File: config.mk
export PLATFORM = sky130hd
export DESIGN_NAME = matrix_stream_serializer_flat
export DESIGN_NICKNAME = d
export VERILOG_FILES = /design/src/rtl/matrix_stream_serializer_pkg.sv /design/src/rtl/matrix_stream_serializer_if.sv /design/src/rtl/matrix_stream_serializer_counter.sv /design/src/rtl/matrix_stream_serializer.sv /design/src/flat_wrapper.sv
export SDC_FILE = /design/constraint.sdc
export NUM_CORES = 1
export LEC_CHECK = 0
export ABC_CLOCK_PERIOD_IN_PS = 1620
export CELL_PAD_IN_SITES_DETAIL_PLACEMENT = 1
export CELL_PAD_IN_SITES_GLOBAL_PLACEMENT = 2
export CORE_UTILIZATION = 26
export CTS_BUF_LIST = sky130_fd_sc_hd__clkbuf_8 sky130_fd_sc_hd__clkbuf_16
export DETAILED_ROUTE_END_ITERATION = 10
export GPL_TIMING_DRIVEN = 1
export PLACE_DENSITY_LB_ADDON = 0.15
export SETUP_SLACK_MARGIN = 0.4
export SYNTH_ARGS = -nofsm -noshare
export SYNTH_HDL_FRONTEND = slang
export SYNTH_HIERARCHICAL = 1
export SYNTH_SLANG_ARGS = --single-unit
File: constraint.sdc
create_clock -name clk -period 1.62 [get_ports clk]
set_input_delay 0.486 -clock clk [delete_from_list [all_inputs] [get_ports clk]]
set_output_delay 0.486 -clock clk [all_outputs]
set_load 0.01 [all_outputs]
File: src/rtl/matrix_stream_serializer_pkg.sv
// Shared definitions for the flat-matrix stream blocks: element width,
// index-width helper and the serializer FSM state type.
`ifndef MATRIX_DEFS_VH
`define MATRIX_DEFS_VH
`define FLOAT_W 32
`define MATRIX_IDX_W(n) (((n) > 1) ? $clog2(n) : 1)
`endif

package matrix_stream_serializer_pkg;

    localparam int FLOAT_W = `FLOAT_W;

    typedef enum logic {
        S_IDLE = 1'b0,
        S_SEND = 1'b1
    } state_e;

    // Index width is never zero so a 1-wide dimension still gets a real port.
    function automatic int idx_w(input int n);
        return `MATRIX_IDX_W(n);
    endfunction

endpackage

File: src/rtl/matrix_stream_serializer_if.sv
// Capture handshake (flat matrix in) and element stream (one float32 out)
// of the matrix serializer.
interface matrix_stream_serializer_if
    import matrix_stream_serializer_pkg::*;
#(
    parameter int ROWS = 1,
    parameter int COLS = 1
);
    localparam int RW = idx_w(ROWS);
    localparam int CW = idx_w(COLS);

    logic                         in_valid;
    logic                         in_ready;
    logic [FLOAT_W*ROWS*COLS-1:0] in_matrix;
    logic                         out_valid;
    logic                         out_ready;
    logic [FLOAT_W-1:0]           out_data;
    logic [RW-1:0]                out_row;
    logic [CW-1:0]                out_col;
    logic                         out_last;

    modport master (
        output in_valid, in_matrix, out_ready,
        input  in_ready, out_valid, out_data, out_row, out_col, out_last
    );

    modport slave (
        input  in_valid, in_matrix, out_ready,
        output in_ready, out_valid, out_data, out_row, out_col, out_last
    );

endinterface

File: src/rtl/matrix_stream_serializer_counter.sv
// Two-level wrapping index counter; the inner index runs fastest and the
// outer index steps each time the inner one wraps.
module matrix_index_counter
    import matrix_stream_serializer_pkg::*;
#(
    parameter int INNER_MAX = 0,
    parameter int OUTER_MAX = 0
) (
    input  logic                            clk,
    input  logic                            rst_n,
    input  logic                            clear,
    input  logic                            advance,
    output logic [idx_w(INNER_MAX + 1)-1:0] inner,
    output logic [idx_w(OUTER_MAX + 1)-1:0] outer,
    output logic                            at_end
);
    localparam int IW = idx_w(INNER_MAX + 1);
    localparam int OW = idx_w(OUTER_MAX + 1);
    localparam logic [IW-1:0] INNER_LAST = IW'(INNER_MAX);
    localparam logic [OW-1:0] OUTER_LAST = OW'(OUTER_MAX);

    logic [IW-1:0] r_inner;
    logic [OW-1:0] r_outer;
    logic          w_inner_wrap;
    logic          w_outer_wrap;

    assign w_inner_wrap = (r_inner == INNER_LAST);
    assign w_outer_wrap = (r_outer == OUTER_LAST);

    // Clear has priority so a new matrix captured on the final advance restarts at zero.
    always_ff @(posedge clk or negedge rst_n) begin
        if (!rst_n) begin
            r_inner <= '0;
            r_outer <= '0;
        end else if (clear) begin
            r_inner <= '0;
            r_outer <= '0;
        end else if (advance) begin
            if (w_inner_wrap) begin
                r_inner <= '0;
                r_outer <= w_outer_wrap ? '0 : r_outer + OW'(1);
            end else begin
                r_inner <= r_inner + IW'(1);
            end
        end
    end

    assign inner  = r_inner;
    assign outer  = r_outer;
    assign at_end = w_inner_wrap && w_outer_wrap;

endmodule

File: src/rtl/matrix_stream_serializer.sv
// Captures a flat row-major float32 matrix in one handshake and streams its
// elements out one per cycle, in row-major or column-major order.
module matrix_stream_serializer
    import matrix_stream_serializer_pkg::*;
#(
    parameter int ROWS      = 1,
    parameter int COLS      = 1,
    parameter int COL_MAJOR = 0
) (
    input logic                    clk,
    input logic                    rst_n,
    matrix_stream_serializer_if.slave bus
);
    localparam int RW = idx_w(ROWS);
    localparam int CW = idx_w(COLS);
    localparam int MW = FLOAT_W * ROWS * COLS;
    localparam int LW = idx_w(MW);

    state_e             r_state;
    state_e             w_state_nxt;
    logic [MW-1:0]      r_matrix;
    logic [RW-1:0]      w_row;
    logic [CW-1:0]      w_col;
    logic [LW-1:0]      w_lsb;
    logic               w_at_end;
    logic               w_out_valid;
    logic               w_out_hs;
    logic               w_out_last;
    logic               w_in_ready;
    logic               w_capture;

    always_ff @(posedge clk or negedge rst_n) begin
        if (!rst_n) begin
            r_state <= S_IDLE;
        end else begin
            r_state <= w_state_nxt;
        end
    end

    // A new capture on the last handshake keeps us in SEND for bubble-free back-to-back matrices.
    always_comb begin
        w_state_nxt = r_state;
        w_out_valid = 1'b0;
        case (r_state)
            S_IDLE: begin
                if (bus.in_valid) w_state_nxt = S_SEND;
            end
            S_SEND: begin
                w_out_valid = 1'b1;
                if (bus.out_ready && w_at_end && !bus.in_valid) w_state_nxt = S_IDLE;
            end
            default: w_state_nxt = S_IDLE;
        endcase
    end

    assign w_out_hs   = w_out_valid && bus.out_ready;
    assign w_out_last = w_out_valid && w_at_end;
    assign w_in_ready = (r_state == S_IDLE) || (w_out_hs && w_out_last);
    assign w_capture  = bus.in_valid && w_in_ready;

    always_ff @(posedge clk or negedge rst_n) begin
        if (!rst_n) begin
            r_matrix <= '0;
        end else if (w_capture) begin
            r_matrix <= bus.in_matrix;
        end
    end

    if (COL_MAJOR != 0) begin : g_col_major
        matrix_index_counter #(
            .INNER_MAX (ROWS - 1),
            .OUTER_MAX (COLS - 1)
        ) u_index (
            .clk     (clk),
            .rst_n   (rst_n),
            .clear   (w_capture),
            .advance (w_out_hs),
            .inner   (w_row),
            .outer   (w_col),
            .at_end  (w_at_end)
        );
    end else begin : g_row_major
        matrix_index_counter #(
            .INNER_MAX (COLS - 1),
            .OUTER_MAX (ROWS - 1)
        ) u_index (
            .clk     (clk),
            .rst_n   (rst_n),
            .clear   (w_capture),
            .advance (w_out_hs),
            .inner   (w_col),
            .outer   (w_row),
            .at_end  (w_at_end)
        );
    end

    // Bit offset of element (row,col); the index width exactly spans the captured register.
    assign w_lsb = LW'(FLOAT_W) * (LW'(COLS) * LW'(w_row) + LW'(w_col));

    assign bus.in_ready  = w_in_ready;
    assign bus.out_valid = w_out_valid;
    assign bus.out_data  = r_matrix[w_lsb +: FLOAT_W];
    assign bus.out_row   = w_row;
    assign bus.out_col   = w_col;
    assign bus.out_last  = w_out_last;

endmodule

File: src/flat_wrapper.sv
// flat-port wrapper written by rule: the top's interface ports become plain ports
module matrix_stream_serializer_flat import matrix_stream_serializer_pkg::*;
#(
    parameter int ROWS      = 1,
    parameter int COLS      = 1,
    parameter int COL_MAJOR = 0
)
  (clk, rst_n, bus_in_valid, bus_in_matrix, bus_out_ready, bus_in_ready, bus_out_valid, bus_out_data, bus_out_row, bus_out_col, bus_out_last);
  matrix_stream_serializer_if #(.ROWS(ROWS), .COLS(COLS)) bus_i ();
  input logic clk;
  input logic rst_n;
  input wire logic [$bits(bus_i.in_valid)-1:0] bus_in_valid;
  input wire logic [$bits(bus_i.in_matrix)-1:0] bus_in_matrix;
  input wire logic [$bits(bus_i.out_ready)-1:0] bus_out_ready;
  output wire logic [$bits(bus_i.in_ready)-1:0] bus_in_ready;
  output wire logic [$bits(bus_i.out_valid)-1:0] bus_out_valid;
  output wire logic [$bits(bus_i.out_data)-1:0] bus_out_data;
  output wire logic [$bits(bus_i.out_row)-1:0] bus_out_row;
  output wire logic [$bits(bus_i.out_col)-1:0] bus_out_col;
  output wire logic [$bits(bus_i.out_last)-1:0] bus_out_last;
  assign bus_i.in_valid = bus_in_valid;
  assign bus_i.in_matrix = bus_in_matrix;
  assign bus_i.out_ready = bus_out_ready;
  assign bus_in_ready = bus_i.in_ready;
  assign bus_out_valid = bus_i.out_valid;
  assign bus_out_data = bus_i.out_data;
  assign bus_out_row = bus_i.out_row;
  assign bus_out_col = bus_i.out_col;
  assign bus_out_last = bus_i.out_last;
  matrix_stream_serializer #(.ROWS(ROWS), .COLS(COLS), .COL_MAJOR(COL_MAJOR)) u_core (.clk(clk), .rst_n(rst_n), .bus(bus_i));
endmodule
# --- After elaboration in Yosys (flattened, before gate mapping) ---
# Cells that the tools add are included.
totals:
  regBits: 35
  out_inout_bits: 37
  wordCells: 32
op_classes:
  n_addsub: 2
  n_eq_ne: 1
  mux: 11
  bitwise: 3
  reduce_logical: 11
ops:
  columns: ["op", "count"]
  rows:
  - ["2-to-1 mux 1 bit", 10]
  - ["logical AND 1 bit", 7]
  - ["inverter 1 bit", 3]
  - ["adder 1 bit (second input constant)", 2]
  - ["inequality test 2 bit (second input constant)", 1]
  - ["case mux 1 bit (2 select lines)", 1]
  - ["AND reduction 2 bit", 1]
  - ["nonzero test 2 bit", 1]
  - ["logical NOT 1 bit", 1]
  - ["logical OR 1 bit", 1]

# --- Logic depth before layout (Yosys ltp) ---
# Gate-level depths: netlist (run 1).
logic_depth:
  depth_word: 8
  mapped_depth: 5
  ltp_nobuf: 2

# --- By module ---
# Netlist (run 1), hierarchy kept.
modules_own_cells:
  columns: ["module", "n_inst", "cells_each", "area_per_inst_um2", "seq_area_each_um2"]
  rows:
  - ["matrix_stream_serializer", 1, 151, 1727.9, 825.8]
  - ["matrix_index_counter", 1, 5, 30.0, 0.0]

# --- Worst setup path after synthesis (run 1) ---
# No wires, ideal clock.
synth_timing:
  kind: "input to output"
  startpoint: "input port bus_out_ready"
  endpoint: "output port bus_in_ready"
  arrival_time_ns: 1.107
  required_time_ns: 1.134
  setup_slack_ns: 0.027
  cell_stages: 3
  cell_sequence: "a21boi_2 buf_2 inv_1"
synth_via:
  elab_chain_cells: 3
synth_lines:
  columns: ["item", "line", "source"]
  rows:
  - ["from (decl)", "flat_wrapper.sv:14", "input wire logic [$bits(bus_i.out_ready)-1:0] bus_out_ready;"]
  - ["logical AND 1 bit", "matrix_stream_serializer.sv:56", "assign w_out_hs = w_out_valid && bus.out_ready;"]
  - ["logical AND 1 bit", "matrix_stream_serializer.sv:58", "assign w_in_ready = (r_state == S_IDLE) || (w_out_hs && w_out_last);"]
  - ["logical OR 1 bit", "matrix_stream_serializer.sv:58", null]
  - ["to (decl)", "flat_wrapper.sv:15", "output wire logic [$bits(bus_i.in_ready)-1:0] bus_in_ready;"]
# Every way passes these cells.

# --- Final worst setup path (run 1) ---
# Same ends and word-level chain as after synthesis.

==> impl_metrics.json, run 1 <==
{
  "clkTransAtPathRegs_ns": 0.07,
  "layout_common_cells": "33 x inv_1, 33 x dfrtp_1, 32 x clkdlybuf4s50_1, 32 x nand2_1",
  "finalPower_mw": 2.54,
  "grt_remaining_overflow": 0,
  "dp_hpwl_um": 3320,
  "cp_cell_sequence": "clkdlybuf4s15_1 -> a21boi_4 -> inv_4 -> buf_6",
  "drc": 12,
  "io_pins": 73,
  "cp_data_arrival_time_ns": 1.03,
  "post-route-min-period_ns": 1.52,
  "die_area_mm2": 0.00705,
  "dpl.cell_count": 294,
  "tightest_slew_ns": 0.523,
  "n_antenna_cell": 0,
  "critPathLaunchType": "primary input",
  "nets": 276,
  "rsz0062_at_grt": "yes",
  "vias": 1462,
  "antenna_left": 0,
  "cts_tree": "built",
  "max-slew-margin-rel_pct": 65.1,
  "drt-initial-drc-count": 45,
  "cp.required_ns": 1.13,
  "ir_worst_vdd_v": 0.000330,
  "hold_viol": 0,
  "cp-end-kind": "output pin",
  "drive_above_1_share_pct": 42.3,
  "die_w_um": 83.9,
  "synth.cell_area_mm2": 0.00175,
  "cts-root-buf": "clkbuf_8",
  "stdcell_count": 318,
  "num_rows": 29,
  "fin_crit_sh_pct": 93.8,
  "clock_sinks": 33,
  "die_y_um": 83.9,
  "violations": "design-rule violations",
  "gp_congestion": 0.706,
  "grt_pass1_wl_um": 8030,
  "grt_pass1_vias": 1567,
  "hold_class": "in -> async",
  "yosys_warnings": 6,
  "multi_input_area_um2": 688,
  "routed_wirelength_um": 4740,
  "status": "finished with violations",
  "drt_first_pass_iters": 7,
  "timing.fmax_mhz": 658,
  "initial_core_util_pct": 27.2,
  "fp.coreArea_mm2": 0.00642,
  "clock_latency_ns": 0.28,
  "detail_route.vias_per_cell": 4.60,
  "synth.avg_cell_area_um2": 11.3,
  "power_density_mw_per_mm2": 970,
  "antenna_found_initial": 0,
  "setup_viol": 0,
  "max_stage_delay_ns": 0.22,
  "wire_per_inst_um": 14.9,
  "io_buffers": 70,
  "grtUsageTotal_pct": 14.7,
  "syn2layout_area_growth_pct": 50.3,
  "cap_viol_max_count": 0,
  "numCtsBuffers": 5,
  "leakage_nw": 1.25,
  "grt_start_max_net_pins": 34,
  "crit_type": "in -> out",
  "htree_levels": 2,
  "synth_cells": 154,
  "nFillCells": 736,
  "cp_max_fo": 2,
  "slowest_stage": "clkdlybuf4s15_1",
  "clock_skew_ns": 0.00102,
  "slew_viol_final": 0,
  "clk_path_buf_depth": 2,
  "register_area_um2": 826
}
==> worst max-delay path, delay by kind of cell <==
| family | cells | cell delay, ns |
|---|---|---|
| buffers and inverters | 3 | 0.37 |
| AO/OA/AOI/OAI | 1 | 0.18 |
==> registers in the layout, summed over array words and instances, names as in the netlist <==
register and count:
u_core/r_state 1, u_core/r_matrix 32
==> what timing repair did <==
item | CTS | global route
endpoints found under the setup margin | 68 | 68
pin swaps | 1 | 0
setup buffers | 8 | 8
hold buffers | 0 | 0
resized for setup | 143 | 2
==> worst paths after layout <==
| path | slack, ns | cells after the start | to | startpoint |
|---|---|---|---|---|
| min reg2reg | 0.55 | 2 | u_core/r_matrix[24]$_DFFE_PN0P_ | u_core/r_matrix[24]$_DFFE_PN0P_ |
| max reg2reg | 0.22 | 3 | u_core/r_matrix[19]$_DFFE_PN0P_ | u_core/r_state$_DFF_PN0_ |
| max | 0.10 | 4 | bus_in_ready | bus_out_ready |
| min | 0.15 | 1 | u_core/r_matrix[9]$_DFFE_PN0P_ | rst_n |
| min in group clk | 0.55 | 2 | u_core/r_matrix[24]$_DFFE_PN0P_ | u_core/r_matrix[24]$_DFFE_PN0P_ |
| max in group asynchronous | 1.03 | 2 | u_core/r_state$_DFF_PN0_ | rst_n |
==> cell type report <==
class / count / area share, %
Tap cell: 77 / 3.67
Clock inverter: 3 / 0.525
Timing Repair Buffer: 95 / 30.7
Clock buffer: 5 / 2.62
Sequential cell: 33 / 31.5
Inverter: 33 / 4.82
Multi-Input combinational cell: 72 / 26.2
==> power by group <==
group          total (mW)  internal (mW)  switching [mW]
clock network       0.585          0.291           0.294
registers            1.05          0.969          0.0827
logic               0.907          0.515           0.392
==> layer usage <==
metal / routed length, µm / global-route usage (%) / share of wire, % / vias to the layer above
li1: - / - / - / 682
met1: 2050 / 18.6 / 43 / 725
met2: 2390 / 24.0 / 50 / 50
met3: 242 / 4.45 / 5.1 / 5
met4: 56 / 4.70 / 1.2 / 0
met5: 0 / 0 / 0 / -
==> per-stage QoR <==
| stage | hold slack [ns] | setup TNS, ns | setup WS, ns | cell area (µm²) | util [%] |
|---|---|---|---|---|---|
| after CTS | 0.155 | 0 | 0.0911 | 2550 | 39.7 |
| final | 0.147 | 0 | 0.100 | 2620 | 40.9 |
| after detailed placement | 0.465 | -11.73 | -0.542 | 2560 | 39.9 |
| after floorplan | 0.190 | 0 | 0.227 | 1780 | - |
| after global routing | 0.160 | 0 | 0.0353 | 2620 | 40.9 |
| after global placement | 0.461 | -10.77 | -0.536 | 2560 | 39.9 |
No activity file was read; power rests on OpenSTA's default activity.
==> run 2: changes to the inputs <==
--- a/config.mk
+++ b/config.mk
@@ -11,7 +11,9 @@
 export CORE_UTILIZATION = 26
 export CTS_BUF_LIST = sky130_fd_sc_hd__clkbuf_8 sky130_fd_sc_hd__clkbuf_16
 export DETAILED_ROUTE_END_ITERATION = 10
+export GPL_ROUTABILITY_DRIVEN = 0
 export GPL_TIMING_DRIVEN = 1
+export HOLD_SLACK_MARGIN = 0.06
 export PLACE_DENSITY_LB_ADDON = 0.15
 export SETUP_SLACK_MARGIN = 0.4
 export SYNTH_ARGS = -nofsm -noshare
==> results of run 2 <==
Final layout, timing and power as in run 1 (identical DEF).
